`config.mk`:
```
export PLATFORM = sky130hd
export DESIGN_NAME = dwell_sequencer_flat
export DESIGN_NICKNAME = d
export VERILOG_FILES = /design/src/rtl/dwell_seq_pkg.sv /design/src/rtl/dwell_sequencer_if.sv /design/src/rtl/dwell_sequencer_lowbit_pick.sv /design/src/rtl/dwell_sequencer.sv /design/src/flat_wrapper.sv
export SDC_FILE = /design/constraint.sdc
export NUM_CORES = 1
export LEC_CHECK = 0
export CORE_ASPECT_RATIO = 2
export CORE_UTILIZATION = 50
export DETAILED_ROUTE_END_ITERATION = 8
export PLACE_DENSITY = 0.69
export SLEW_MARGIN = 20
export SYNTH_ARGS = -nofsm -noshare
export SYNTH_HDL_FRONTEND = slang
export SYNTH_SLANG_ARGS = --single-unit
```
`constraint.sdc`:
```
create_clock -name clk -period 11.5 [get_ports clk]
set_clock_uncertainty 0.2 [all_clocks]
set_input_delay 1.725 -clock clk [delete_from_list [all_inputs] [get_ports clk]]
set_output_delay 1.725 -clock clk [all_outputs]
set_load 0.1 [all_outputs]
```
`src/rtl/dwell_seq_pkg.sv`:
```
// Shared definitions for the radar dwell sequencer: state encoding and default sizing.
package dwell_seq_pkg;

    typedef enum logic [1:0] {
        ST_IDLE   = 2'd0,
        ST_RUN    = 2'd1,
        ST_FINISH = 2'd2
    } state_e;

    localparam int unsigned N_MODES_DEF = 4;
    localparam int unsigned CNT_W_DEF   = 19;
    localparam int unsigned IL_W_DEF    = 2;
    // 1.5 ms field at a 50 ns clock
    localparam int unsigned DWELL_1P5MS = 30000;

endpackage

```
`src/rtl/dwell_sequencer_if.sv`:
```
// Control/status bundle between a host and the dwell sequencer.
interface dwell_sequencer_if #(
    parameter int unsigned N_MODES = dwell_seq_pkg::N_MODES_DEF,
    parameter int unsigned CNT_W   = dwell_seq_pkg::CNT_W_DEF,
    parameter int unsigned IL_W    = dwell_seq_pkg::IL_W_DEF
);
    localparam int unsigned IDX_W = (N_MODES > 1) ? $clog2(N_MODES) : 1;

    logic [N_MODES-1:0] selector;
    logic               tx_on;
    logic [CNT_W-1:0]   dwell;
    logic [IL_W-1:0]    interlace;
    logic               repeat_en;
    logic               abort;
    logic [N_MODES-1:0] mode;
    logic [IDX_W-1:0]   mode_idx;
    logic               oddeven;
    logic               stop;
    logic               done;
    logic               busy;

    modport master (
        output selector, tx_on, dwell, interlace, repeat_en, abort,
        input  mode, mode_idx, oddeven, stop, done, busy
    );

    modport slave (
        input  selector, tx_on, dwell, interlace, repeat_en, abort,
        output mode, mode_idx, oddeven, stop, done, busy
    );
endinterface

```
`src/rtl/dwell_sequencer_lowbit_pick.sv`:
```
// Combinational lowest-set-bit picker: one-hot result, its index, and an empty flag.
module lowbit_pick #(
    parameter int unsigned N     = 4,
    parameter int unsigned IDX_W = (N > 1) ? $clog2(N) : 1
) (
    input  logic [N-1:0]     vec_i,
    output logic [N-1:0]     onehot_c_o,
    output logic [IDX_W-1:0] idx_c_o,
    output logic             none_c_o
);

    // Two's-complement trick isolates the lowest set bit; the scan walks down so the lowest wins.
    always_comb begin
        onehot_c_o = vec_i & (~vec_i + N'(1));
        none_c_o   = ~|vec_i;
        idx_c_o    = '0;
        for (int i = int'(N) - 1; i >= 0; i--) begin
            if (vec_i[i]) idx_c_o = IDX_W'(i);
        end
    end

endmodule

```
`src/rtl/dwell_sequencer.sv`:
```
// Steps through the enabled radar modes, holding each for interlace fields of dwell cycles.
module dwell_sequencer
    import dwell_seq_pkg::*;
#(
    parameter int unsigned N_MODES = N_MODES_DEF,
    parameter int unsigned CNT_W   = CNT_W_DEF,
    parameter int unsigned IL_W    = IL_W_DEF
) (
    input logic              clk,
    input logic              rst,
    dwell_sequencer_if.slave bus
);

    localparam int unsigned IDX_W = (N_MODES > 1) ? $clog2(N_MODES) : 1;

    state_e             state_q, state_d;
    logic [N_MODES-1:0] sel_q, sel_d;
    logic [N_MODES-1:0] pend_q, pend_d;
    logic [CNT_W-1:0]   dwell_q, dwell_d;
    logic [IL_W-1:0]    il_q, il_d;
    logic [CNT_W-1:0]   cnt_q, cnt_d;
    logic [IL_W-1:0]    field_q, field_d;
    logic [N_MODES-1:0] mode_q, mode_d;
    logic [IDX_W-1:0]   idx_q, idx_d;
    logic               done_q, done_d;
    logic               busy_q, busy_d;

    logic [N_MODES-1:0] pend_rem;
    logic [N_MODES-1:0] pick_in;
    logic [N_MODES-1:0] pick_onehot;
    logic [IDX_W-1:0]   pick_idx;
    logic               pick_none;
    logic               field_end;
    logic               last_field;

    assign field_end  = (cnt_q == dwell_q - CNT_W'(1));
    assign last_field = (field_q == il_q - IL_W'(1));
    assign pend_rem   = pend_q & ~mode_q;

    // One picker serves start (raw selector), mode advance, and repeat reload.
    assign pick_in = (state_q == ST_IDLE) ? bus.selector :
                     ((pend_rem == '0) ? sel_q : pend_rem);

    lowbit_pick #(
        .N     (N_MODES),
        .IDX_W (IDX_W)
    ) u_pick (
        .vec_i      (pick_in),
        .onehot_c_o (pick_onehot),
        .idx_c_o    (pick_idx),
        .none_c_o   (pick_none)
    );

    always_comb begin
        state_d = state_q;
        sel_d   = sel_q;
        pend_d  = pend_q;
        dwell_d = dwell_q;
        il_d    = il_q;
        cnt_d   = cnt_q;
        field_d = field_q;
        mode_d  = mode_q;
        idx_d   = idx_q;

        case (state_q)
            ST_IDLE: begin
                if (!bus.abort && bus.tx_on && !pick_none) begin
                    sel_d   = bus.selector;
                    pend_d  = bus.selector;
                    dwell_d = (bus.dwell == '0) ? CNT_W'(1) : bus.dwell;
                    il_d    = (bus.interlace == '0) ? IL_W'(1) : bus.interlace;
                    cnt_d   = '0;
                    field_d = '0;
                    mode_d  = pick_onehot;
                    idx_d   = pick_idx;
                    state_d = ST_RUN;
                end
            end
            ST_RUN: begin
                if (bus.abort) begin
                    state_d = ST_IDLE;
                    pend_d  = '0;
                    cnt_d   = '0;
                    field_d = '0;
                    mode_d  = '0;
                    idx_d   = '0;
                end else if (field_end) begin
                    cnt_d = '0;
                    if (!last_field) begin
                        field_d = field_q + IL_W'(1);
                    end else begin
                        field_d = '0;
                        if (pend_rem != '0) begin
                            pend_d = pend_rem;
                            mode_d = pick_onehot;
                            idx_d  = pick_idx;
                        end else if (bus.repeat_en) begin
                            pend_d = sel_q;
                            mode_d = pick_onehot;
                            idx_d  = pick_idx;
                        end else begin
                            pend_d  = '0;
                            mode_d  = '0;
                            idx_d   = '0;
                            state_d = ST_FINISH;
                        end
                    end
                end else begin
                    cnt_d = cnt_q + CNT_W'(1);
                end
            end
            ST_FINISH: begin
                state_d = ST_IDLE;
                cnt_d   = '0;
                field_d = '0;
            end
            default: begin
                state_d = ST_IDLE;
            end
        endcase

        busy_d = (state_d != ST_IDLE);
        done_d = (state_d == ST_FINISH);
    end

    always_ff @(posedge clk or negedge rst) begin
        if (!rst) begin
            state_q <= ST_IDLE;
            sel_q   <= '0;
            pend_q  <= '0;
            dwell_q <= '0;
            il_q    <= '0;
            cnt_q   <= '0;
            field_q <= '0;
            mode_q  <= '0;
            idx_q   <= '0;
            done_q  <= 1'b0;
            busy_q  <= 1'b0;
        end else begin
            state_q <= state_d;
            sel_q   <= sel_d;
            pend_q  <= pend_d;
            dwell_q <= dwell_d;
            il_q    <= il_d;
            cnt_q   <= cnt_d;
            field_q <= field_d;
            mode_q  <= mode_d;
            idx_q   <= idx_d;
            done_q  <= done_d;
            busy_q  <= busy_d;
        end
    end

    assign bus.mode     = mode_q;
    assign bus.mode_idx = idx_q;
    assign bus.oddeven  = field_q[0];
    assign bus.done     = done_q;
    assign bus.busy     = busy_q;
    assign bus.stop     = (state_q == ST_RUN) && field_end;

endmodule

```
`src/flat_wrapper.sv`:
```
// flat-port wrapper written by rule: the top's interface ports become plain ports
module dwell_sequencer_flat import dwell_seq_pkg::*;
#(
    parameter int unsigned N_MODES = N_MODES_DEF,
    parameter int unsigned CNT_W   = CNT_W_DEF,
    parameter int unsigned IL_W    = IL_W_DEF
)
  (clk, rst, bus_selector, bus_tx_on, bus_dwell, bus_interlace, bus_repeat_en, bus_abort, bus_mode, bus_mode_idx, bus_oddeven, bus_stop, bus_done, bus_busy);
  dwell_sequencer_if #(.N_MODES(N_MODES), .CNT_W(CNT_W), .IL_W(IL_W)) bus_i ();
  input logic clk;
  input logic rst;
  input wire logic [$bits(bus_i.selector)-1:0] bus_selector;
  input wire logic [$bits(bus_i.tx_on)-1:0] bus_tx_on;
  input wire logic [$bits(bus_i.dwell)-1:0] bus_dwell;
  input wire logic [$bits(bus_i.interlace)-1:0] bus_interlace;
  input wire logic [$bits(bus_i.repeat_en)-1:0] bus_repeat_en;
  input wire logic [$bits(bus_i.abort)-1:0] bus_abort;
  output wire logic [$bits(bus_i.mode)-1:0] bus_mode;
  output wire logic [$bits(bus_i.mode_idx)-1:0] bus_mode_idx;
  output wire logic [$bits(bus_i.oddeven)-1:0] bus_oddeven;
  output wire logic [$bits(bus_i.stop)-1:0] bus_stop;
  output wire logic [$bits(bus_i.done)-1:0] bus_done;
  output wire logic [$bits(bus_i.busy)-1:0] bus_busy;
  assign bus_i.selector = bus_selector;
  assign bus_i.tx_on = bus_tx_on;
  assign bus_i.dwell = bus_dwell;
  assign bus_i.interlace = bus_interlace;
  assign bus_i.repeat_en = bus_repeat_en;
  assign bus_i.abort = bus_abort;
  assign bus_mode = bus_i.mode;
  assign bus_mode_idx = bus_i.mode_idx;
  assign bus_oddeven = bus_i.oddeven;
  assign bus_stop = bus_i.stop;
  assign bus_done = bus_i.done;
  assign bus_busy = bus_i.busy;
  dwell_sequencer #(.N_MODES(N_MODES), .CNT_W(CNT_W), .IL_W(IL_W)) u_core (.clk(clk), .rst(rst), .bus(bus_i));
endmodule
```
; ---- After elaboration in Yosys (flattened, before gate mapping)
; Cells that the tools add are included.
[totals]
ramBits = 0
output_inout_bits = 10
word_cells = 90
mem_count = 0
register_bits = 60
rom_bits = 0
latch_bits = 0
[classes]
n_mul = 0
n_shift = 0
mux = 45
reduce_logical = 17
n_eq_ne = 8
n_bitwise = 4
order_cmp = 0
n_div = 0
add_sub_neg = 5
[op_table]
columns = operator, count
row1 = $mux W19, 4
row2 = $pmux W19 S3, 1
row3 = $mux W4, 14
row4 = $mux W2, 21
row5 = $add A19 B1 Y19 const B, 1
row6 = $eq A19 B19 Y1, 1
row7 = $logic_not A19 Y1, 1
row8 = $sub A19 B1 Y19 const B, 1
row9 = $pmux W4 S2, 2
row10 = $and A4 B4 Y4, 2
row11 = $not A4 Y4, 2
row12 = $pmux W2 S2, 2
row13 = $ne A3 B2 Y1 const B, 2
row14 = $pmux W2 S3, 1
row15 = $add A4 B1 Y4 const B, 1
row16 = $eq A2 B2 Y1 const B, 2
row17 = $logic_not A2 Y1, 2
row18 = $logic_not A4 Y1, 1
row19 = $reduce_and A2 Y1, 2
row20 = $reduce_and A4 Y1, 1
row21 = $reduce_bool A2 Y1, 2
row22 = $reduce_bool A4 Y1, 1
row23 = $reduce_or A4 Y1, 1
row24 = $logic_and A1 B1 Y1, 3
row25 = other kinds (8), 8

; ---- Depth between registers and ports, before layout
; Gate-level depths: netlist of run 1.
[depth]
word_depth = 15
depth_mapped = 12
mapped_depth_nobuf = 10

; ---- Hierarchy
; Synthesis of run 1 repeated with hierarchy kept, for this count alone.
[unflattened]
cells_unflattened = 409
hier_area_um2 = 3530.9
[by_module_without_submodules]
columns = module, cells_per_inst, area_each_um2, seq_area_each_um2, instances
row1 = dwell_sequencer, 399, 3460.8, 1501.4, 1
row2 = lowbit_pick, 10, 70.1, 0.0, 1

; ---- Worst setup path before layout of run 1
; OpenSTA, ideal clock, no wires.
[synth_path]
path_kind = register -> output
start = register u_core.dwell_q[0]
end = output port bus_stop
t_arrival_ps = 5179
stages_incl_launch_ff = 10
slack_ps = 4396
required_ps = 9575
cell_sequence = dfrtp_1 inv_1 ha_1 or4b_4 or3_1 buf_6 or4_4 nand2_1 nand3_1 nor4_1
[synth_via]
elab_chain_len = 3
[synth_lines]
columns = element, line
row1 = from (decl), dwell_sequencer.sv:19  ; logic [CNT_W-1:0] dwell_q, dwell_d;
row2 = from (signal assigned), dwell_sequencer.sv:143  ; dwell_q <= dwell_d;
row3 = $sub A19 B1 Y19, dwell_sequencer.sv:36  ; assign field_end = (cnt_q == dwell_q - CNT_W'(1));
row4 = $eq A19 B19 Y1, dwell_sequencer.sv:36
row5 = $logic_and A1 B1 Y1, dwell_sequencer.sv:159  ; assign bus.stop = (state_q == ST_RUN) && field_end;
row6 = to (decl), flat_wrapper.sv:21  ; output wire logic [$bits(bus_i.stop)-1:0] bus_stop;
; Every way passes these cells.

; ---- Worst setup path after layout of run 1
; Ends and elaborated chain as after synthesis.

==> metrics.txt, run 1 <==
Worst Setup Slack, final between 5 and 6 ns; Yosys top cell area share 39.24%; layout cell share with drive strength beyond 1 about an eighth; via count roughly 3400; Worst Max-Slew Pin Slew around 1.0 ns; DRT Pass-1 Iters 4; Synth cell types 60; Reg-to-Reg End u_core.pend_q[3]$_DFFE_PN0P_; Post-Syn Nets 448; Resized cells post-CTS 0; slew margin rel. 31.72%; pre-CTS setup slack between 5 and 6 ns; Most used DFF post-synth dfrtp_1; crit path kind flip-flop to output port; post-CTS setup buffer count 0; Slew Viols, Final 0; overall global routing resource usage a little over a quarter; drt total wl approximately 9900 um; synthesis-to-layout area growth 18.77%; total CTS buffers 9; # IOs 40; n_diodes 0; clock latency on the worst-skew pair roughly 0.33 ns; fin crit share 54.30%; area of the die around 8000 um2; Worst Path Max Fanout 9; Die Ht about 130 um; Reg clk slew, reported paths 0.05 ns; worst reg-to-reg path cell count 10; HPWL Detailed ~7600 um; final core utilization a little over 60%; CTS H-tree lvls 3; Synth Register Bits 60; PD cells around 240 nW/um2; Die X-Extent between 60 and 70 um; worst path arrival time 4.32 ns; fmax 160.2 MHz; final hold violations 0; Worst VDD drop around 0.14 mV; Core Area about 7300 um2; most common cell in the netlist dfrtp_1; Tightest Hold Check Type flip-flop to flip-flop; # Max-Cap Violations 0; largest net degree at the start of global routing 61; EDFF count, synth 0; Fill cells 652; vias per cell ~6.1; Leak 1.768 nW; Port-buffer cells 39; R2R Setup Slk between 7 and 8 ns; Synth top cells by count dfrtp_1, nor2_1, nand2_1; initial DRC count ~210; CTS sink count 60; # DRC 0; Hold EP u_core.bus.mode_idx[0]$_DFFE_PN0P_; gr ovfl total 0; status finished, final reports clean; initial antenna violation count 0; setup TNS 0 ns; Hold Path Depth 1; Critical Path Source u_core.dwell_q[0]$_DFFE_PN0P_; Gate Count Post-Synth 414; Seq/Total Area, Yosys approximately two fifths; antenna-violating nets left 0; vias in the first global route 3387; cell row count between 40 and 50; Clock Tree Root clkbuf_16; GPL Wtd Cong ~0.9; final setup violation count 0; CTS tree built; Setup crit end kind output port; mapped cell area between 3000 and 4000 um2; fin crit period 6.244 ns; Synth area leader dfrtp_1; fin nets 483; required time worst endpoint around 9.6 ns; min-delay src u_core.bus.mode_idx[0]$_DFFE_PN0P_; Avg Cell Area, Syn 9.242 um2; Synth area leaders dfrtp_1, mux2_2, xnor2_1, nor2_1, o21ai_0; Clock Tree Buf Depth 2; RR Startpoint u_core.dwell_q[0]$_DFFE_PN0P_; Avg WL per Cell 18.18 um; Ys Warns 0; Starting Density 52.26%; type of origin of the critical path flip-flop; global-route wire length before repair around 16000 um; Async SR Flop Fraction 100.0%; # hold bufs at CTS 0; RSZ-0062 raised after global routing false
cell usage in the layout (no fill, tap or decap), types with 5 or more instances in the layout:
cell,count
o21a_1,8
or3_1,6
and3_1,5
nand2_1,31
clkbuf_16,9
nand3_1,11
nor4_1,11
xnor2_1,20
nand4_1,8
o21ai_0,25
nor2b_1,7
dfrtp_1,60
nor3_1,19
a21oi_1,15
mux2_2,24
nor2_1,37
clkdlybuf4s50_1,38
o2bb2ai_1,9
nand2b_1,9
inv_1,12
xor2_1,11
layer usage:
metal / up-vias / track usage (%) / share of wire (%) / wire length, um
met4: 0 / 17.78 / 5.6 / 558
met2: 81 / 49.19 / 56 / 5577
li1: 1602 / - / - / -
met5: - / 0 / 0 / 0
met3: 32 / 4.801 / 3.3 / 332
met1: 1637 / 26.91 / 35 / 3456
cells by family (layout without fill, tap and decap cells):
logic type / count (synthesis) / after routing / synth area share, %
mux: 29 / 29 / 8.895
fa+ha+maj: 4 / 4 / 1.308
compound gates: 93 / 93 / 16.81
xor+xnor: 31 / 31 / 7.096
simple gates: 168 / 168 / 23.38
buf+inv: 29 / 69 / 3.270
flops: 60 / 60 / 39.24
stage by stage:
stage	area [um2]	hold WS [ns]	total power, mW	std cells
finish	4544	0.2885	1.108	546
global route	4544	0.3242	1.176	546
CTS	4544	0.2921	1.110	546
detailed placement	4280	0.2757	0.8674	530
global placement	4280	0.2764	0.8585	530
floorplan	3826	0.2971	0.7366	414
worst max path at each step:
stage | end | cells past startpoint | slack (ns)
global placement | bus_stop | 9 | 5.67
CTS | bus_stop | 9 | 5.26
global route | bus_stop | 9 | 5.10
floorplan | bus_stop | 9 | 4.40
finish | bus_stop | 9 | 5.26
detailed placement | bus_stop | 9 | 5.65
layout make-up:
type / instances / area, um2 / share of cell area (%)
clock buffer: 14 / 254.0 / 5.589
clock inverter: 2 / 10.01 / 0.2203
inverter: 12 / 45.04 / 0.9912
multi-input combinational: 325 / 2218 / 48.82
sequential: 60 / 1501 / 33.04
tap: 92 / 115.1 / 2.533
timing repair buffer: 41 / 400.4 / 8.811
worst max-delay path, stage by stage, from the launching register on:
cell and delay, ns:
dfrtp_1 0.41, inv_1 0.09, ha_1 0.24, or4b_4 0.52, or3_1 0.48, or4_4 0.59
nand2_1 0.09, nand3_1 0.08, nor4_1 0.28, clkdlybuf4s50_1 1.20
registers in the layout (all words and copies together), names as in the netlist:
name	flops
u_core.bus.done	1
u_core.field_q	2
u_core.pend_q	4
u_core.il_q	2
u_core.sel_q	4
u_core.cnt_q	19
u_core.dwell_q	19
u_core.bus.busy	1
u_core.bus.mode	4
u_core.state_q	2
u_core.bus.mode_idx	2
power breakdown:
group | total [mW] | switching, mW | internal [mW]
registers | 0.366 | 0.0895 | 0.276
clock network | 0.240 | 0.0895 | 0.151
logic | 0.502 | 0.300 | 0.202
total | 1.11 | 0.479 | 0.629
(Power assumes the default switching activity.)
==> run 2, diff against run 1 <==
--- a/config.mk
+++ b/config.mk
@@ -8,7 +8,7 @@
 export CORE_ASPECT_RATIO = 2
 export CORE_UTILIZATION = 50
 export DETAILED_ROUTE_END_ITERATION = 8
-export PLACE_DENSITY = 0.69
+export PLACE_DENSITY = 0.72
 export SLEW_MARGIN = 20
 export SYNTH_ARGS = -nofsm -noshare
 export SYNTH_HDL_FRONTEND = slang
==> constraint.sdc (replaced) <==
create_clock -name clk -period 5.38 [get_ports clk]
set_clock_uncertainty 0.2 [all_clocks]
set_input_delay 0.807 -clock clk [delete_from_list [all_inputs] [get_ports clk]]
set_output_delay 0.807 -clock clk [all_outputs]
set_load 0.1 [all_outputs]
==> run 2 against run 1 <==
Sequential power is 120% higher; final area is 0.72% higher; sequential share of layout area is 0.23 points lower; register-to-register slack worse by 6.1 ns; wire length is 0.24% higher; clock power is 130% higher; first-iteration DRC count is 12% lower; worst setup slack worse by 4.3 ns; global-route usage is 1.3 points higher; final cell count is 0.18% higher; hold slack better by 0.044 ns.
==> metrics.txt, run 2 (same netlist as run 1, synthesis figures left out) <==
# Max-Cap Violations 0; Reg clk slew, reported paths approximately 0.050 ns; status finished, final reports clean; critical path endpoint bus_stop; via count 3369; overall global routing resource usage between 20% and 30%; Worst Max-Slew Pin Slew a little under 1 ns; most common cell after layout, fill and taps aside dfrtp_1; Crit path max-delay family simple AND/OR/NAND/NOR gates; CTS tree built; Die X-Extent between 60 and 70 um; fin crit period 4.455 ns; vias in the first global route between 3000 and 4000; # DRC 0; Slew Viols, Final 0; drt total wl 9948 um; Die Ht roughly 130 um; slowest cell delay on critical path around 0.59 ns; Clock Tree Root clkbuf_16; GPL Wtd Cong around 0.91; Clock Tree Buf Depth 2; Avg WL per Cell about 18 um; vias per cell between 6 and 7; R2R Setup Slk approximately 1.1 ns; worst reg-to-reg path cell count 10; RSZ-0062 raised after global routing false; Finished Layout Cells about 550; # IOs 40; largest net degree at the start of global routing 61; HPWL Detailed about 7600 um; slew margin rel. 35.52%; synthesis-to-layout area growth 19.62%; Worst Path Max Fanout 9; min-delay src u_core.bus.mode_idx[0]$_DFFE_PN0P_; Setup crit end kind output port; PD cells between 500 and 600 nW/um2; fin nets about 480; antenna-violating nets left 0; type of origin of the critical path flip-flop; setup TNS 0 ns; required time worst endpoint 4.37 ns; final hold violations 0; crit path kind flip-flop to output port; layout cell share with drive strength beyond 1 between 10% and 20%; post-CTS setup buffer count 0; placed instance count 531; final setup violation count 0; crit path cell chain inv_1 -> ha_1 -> or4b_4 -> or3_1 -> or4_4 -> nand2_1 -> nand3_1 -> nor4_2 -> buf_4; RR Startpoint u_core.dwell_q[0]$_DFFE_PN0P_; top flop regs u_core.cnt_q (19), u_core.dwell_q (19); Starting Density between 50 and 60%; Critical Path Source u_core.dwell_q[0]$_DFFE_PN0P_; Crit path depth 9; worst path arrival time ~3.5 ns; global-route wire length before repair about 17000 um; Reg-to-Reg End u_core.pend_q[2]$_DFFE_PN0P_; final core utilization a little over three fifths; Leak 1.783 nW; fin crit share just over 80%; slowest stage cell, crit path or4_4; worst hold slack about 0.33 ns; n_diodes 0; total power 2.418 mW; initial antenna violation count 0; CTS H-tree lvls 3; DRT Pass-1 Iters 4; Worst VDD drop around 0.31 mV; Core Area approximately 7300 um2; WP buf/inv 2; fmax between 200 and 250 MHz; CTS sink count 60; most frequent cells in the layout dfrtp_1, nor2_1, clkdlybuf4s50_1; cell row count 44; gr ovfl total 0; clock latency on the worst-skew pair roughly 0.34 ns; # hold bufs at CTS 0; Tightest Hold Check Type flip-flop to flip-flop; initial DRC count approximately 190; Port-buffer cells 39; area of the die roughly 8000 um2; Resized cells post-CTS 0; total CTS buffers 9
[run 2: report_power, final]
part / switching, mW / internal (mW)
clock: 0.200 / 0.355
combinational: 0.636 / 0.437
sequential: 0.199 / 0.590
total: 1.04 / 1.38
[run 2: area by class of cell]
cell class / count / area, um2
clock buffers: 11 / 232.7
repair buffers: 42 / 405.4
inverters: 12 / 45.04
multi-input cells: 325 / 2225
clock inverters: 5 / 52.55
fillers: 653 / 2745
well taps: 92 / 115.1
flip-flops and latches: 60 / 1501
[run 2: worst reg2reg max path, stage by stage, from the launching register on]
cell and delay [ns]:
dfrtp_1 0.41, inv_1 0.10, ha_1 0.24, or4b_4 0.51, or3_1 0.46, or4_4 0.59
a221oi_2 0.25, nand4_1 0.16, o41a_1 0.43, or2_1 0.41, mux2_4 0.37
[run 2: per-layer routing]
layer | up-vias | part of all wire [%] | global-route usage [%]
li1 | 1609 | - | -
met1 | 1626 | 34 | 26.98
met2 | 85 | 55 | 51.13
met3 | 49 | 2.4 | 4.620
met4 | 0 | 7.9 | 22.86
met5 | - | 0 | 0
[run 2: worst min path at each step]
| stage | endpoint | slack (ns) | cells after the start |
|---|---|---|---|
| 2_1_floorplan | u_core.pend_q[0]$_DFFE_PN0P_ | 0.30 | 1 |
| 3_3_place_gp | u_core.bus.mode_idx[1]$_DFFE_PN0P_ | 0.28 | 1 |
| 3_5_place_dp | u_core.bus.mode_idx[1]$_DFFE_PN0P_ | 0.29 | 1 |
| 4_1_cts | u_core.bus.mode_idx[0]$_DFFE_PN0P_ | 0.34 | 1 |
| 5_1_grt | u_core.bus.mode_idx[0]$_DFFE_PN0P_ | 0.34 | 1 |
| 6_report | u_core.bus.mode_idx[0]$_DFFE_PN0P_ | 0.33 | 1 |
[run 2: metrics by stage]
stage / setup WS, ns / cell area (um2)
3_3_place_gp: 1.308 / 4292
4_1_cts: 0.9300 / 4577
3_5_place_dp: 1.203 / 4292
2_1_floorplan: 0.3385 / 3832
5_1_grt: 0.7350 / 4577
6_report: 0.9249 / 4577
==> RTL edit (flow settings as in run 2) <==
Set the package constant `N_MODES_DEF` to 2 (it was 4).
--- a/src/rtl/dwell_seq_pkg.sv
+++ b/src/rtl/dwell_seq_pkg.sv
@@ -8,5 +8,5 @@
     } state_e;
 
-    localparam int unsigned N_MODES_DEF = 4;
+    localparam int unsigned N_MODES_DEF = 2;
     localparam int unsigned CNT_W_DEF   = 19;
     localparam int unsigned IL_W_DEF    = 2;
Interface: changed (resized bus_mode, bus_mode_idx and bus_selector); port bits go from 40 to 35. The function was not compared with the original's and may differ.
==> RTL edit against run 2 <==
- wire length is 28% lower
- critical path depth is 1 higher
- power is 30% lower
- worst setup slack better by 0.55 ns
- non-clock buffer count is 6 lower
- highest routed layer unchanged
- sequential cell count is 8 lower
- design area is 19% lower
- core utilization is 0.94 points lower
- global-route usage is 5.6 points lower
- register-to-register slack better by 1.1 ns
- first-iteration DRC count is 41% lower
- synthesized area is 17% lower
==> RTL edit: results (changes against run 2) <==
Slew HR=0.3532 (-0.002014); top post-synthesis cells by count=dfrtp_1 (52), nor2_1 (41), nand2_1 (26), xnor2_1 (22), xor2_1 (22); clk slew on worst S/H paths=0.07 ns (+0.02 ns); GR Layer Usage met2=0.4437 (-0.06759); DPL Wire Length=5447 µm (-29%); vias in the first global route=2,558 (-29%); Hold Crit Depth=2 (+1); proportion of layout cells with a drive suffix above 1=0.1295 (-0.0001937); final non-filler cell total=447 (-18%); GRT Overall Usage=0.2269 (-0.05551); IO buf count=34 (-13%); H-tree lvl count=2 (-1); syn nets=361 (-19%); CP max stage delay=0.47 ns (-0.12 ns); Hold EP=u_core.il_q[0]$_DFFE_PN0P_; Peak VDD IR=0.2472 mV (-21%); Psw=0.6999 mW (-32%); status=complete, no violations; initial drt markers=110 (-41%); clk_lat worst skew=0.30 ns (-0.04 ns); Hold Crit Start=u_core.il_q[0]$_DFFE_PN0P_; largest net degree at the start of global routing=53 (-13%); Layout Nets=394 (-19%); CP max stage cell=dfrtp_1; flop2flop setup slack=2.21 ns (+1.08 ns)
==> RTL edit: final cells by class <==
class                      count  share of cell area
inverter                      10             0.01007
tap                           84             0.02819
clock buffer                   5             0.03356
sequential                    52              0.3490
clock inverter                 3            0.006376
timing repair buffer          36             0.09329
multi-input combinational    257              0.4795
==> RTL edit: layer usage <==
metal / part of all wire / up-vias
met5: 0 / -
met4: 0.035 / 0
met3: 0.024 / 19
met2: 0.58 / 52
met1: 0.36 / 1206
li1: - / 1227
==> RTL edit: power by group through the flow <==
stage	logic [mW]	clock network (mW)	registers (mW)
3_5_place_dp	0.704	0	0.670
4_1_cts	0.708	0.330	0.663
6_report	0.705	0.321	0.663
5_1_grt	0.773	0.340	0.679
2_1_floorplan	0.531	0	0.679
3_3_place_gp	0.691	0	0.665
==> RTL edit: worst max-delay path by stage <==
| stage | from | end | slack [ns] | cells after the start |
|---|---|---|---|---|
| global route | u_core.dwell_q[0]$_DFFE_PN0P_ | bus_stop | 1.27 | 10 |
| detailed placement | u_core.dwell_q[0]$_DFFE_PN0P_ | bus_stop | 1.85 | 10 |
| floorplan | u_core.dwell_q[2]$_DFFE_PN0P_ | bus_stop | 1.17 | 8 |
| global placement | u_core.dwell_q[0]$_DFFE_PN0P_ | bus_stop | 1.88 | 10 |
| finish | u_core.dwell_q[0]$_DFFE_PN0P_ | bus_stop | 1.48 | 10 |
| CTS | u_core.dwell_q[0]$_DFFE_PN0P_ | bus_stop | 1.49 | 10 |
==> RTL edit: logic make-up after synthesis <==
| group | Yosys count | share of synthesized area |
|---|---|---|
| buffers and inverters | 20 | 0.03024 |
| xor gates and xnor gates | 44 | 0.1210 |
| adders and majority gates | 4 | 0.01571 |
| and+or+nand+nor | 142 | 0.2384 |
| muxes | 23 | 0.08484 |
| DFF | 52 | 0.4085 |
| AOI/OAI and AO/OA | 44 | 0.1013 |
==> RTL edit: worst register-to-register path, delay by kind of cell (launching register included) <==
family | cells | cell delay (ns)
AOI/OAI and AO/OA | 3 | 0.71
and+or+nand+nor | 4 | 0.95
DFF | 1 | 0.47
adders and majority gates | 1 | 0.27
muxes | 1 | 0.33
buffers and inverters | 1 | 0.13
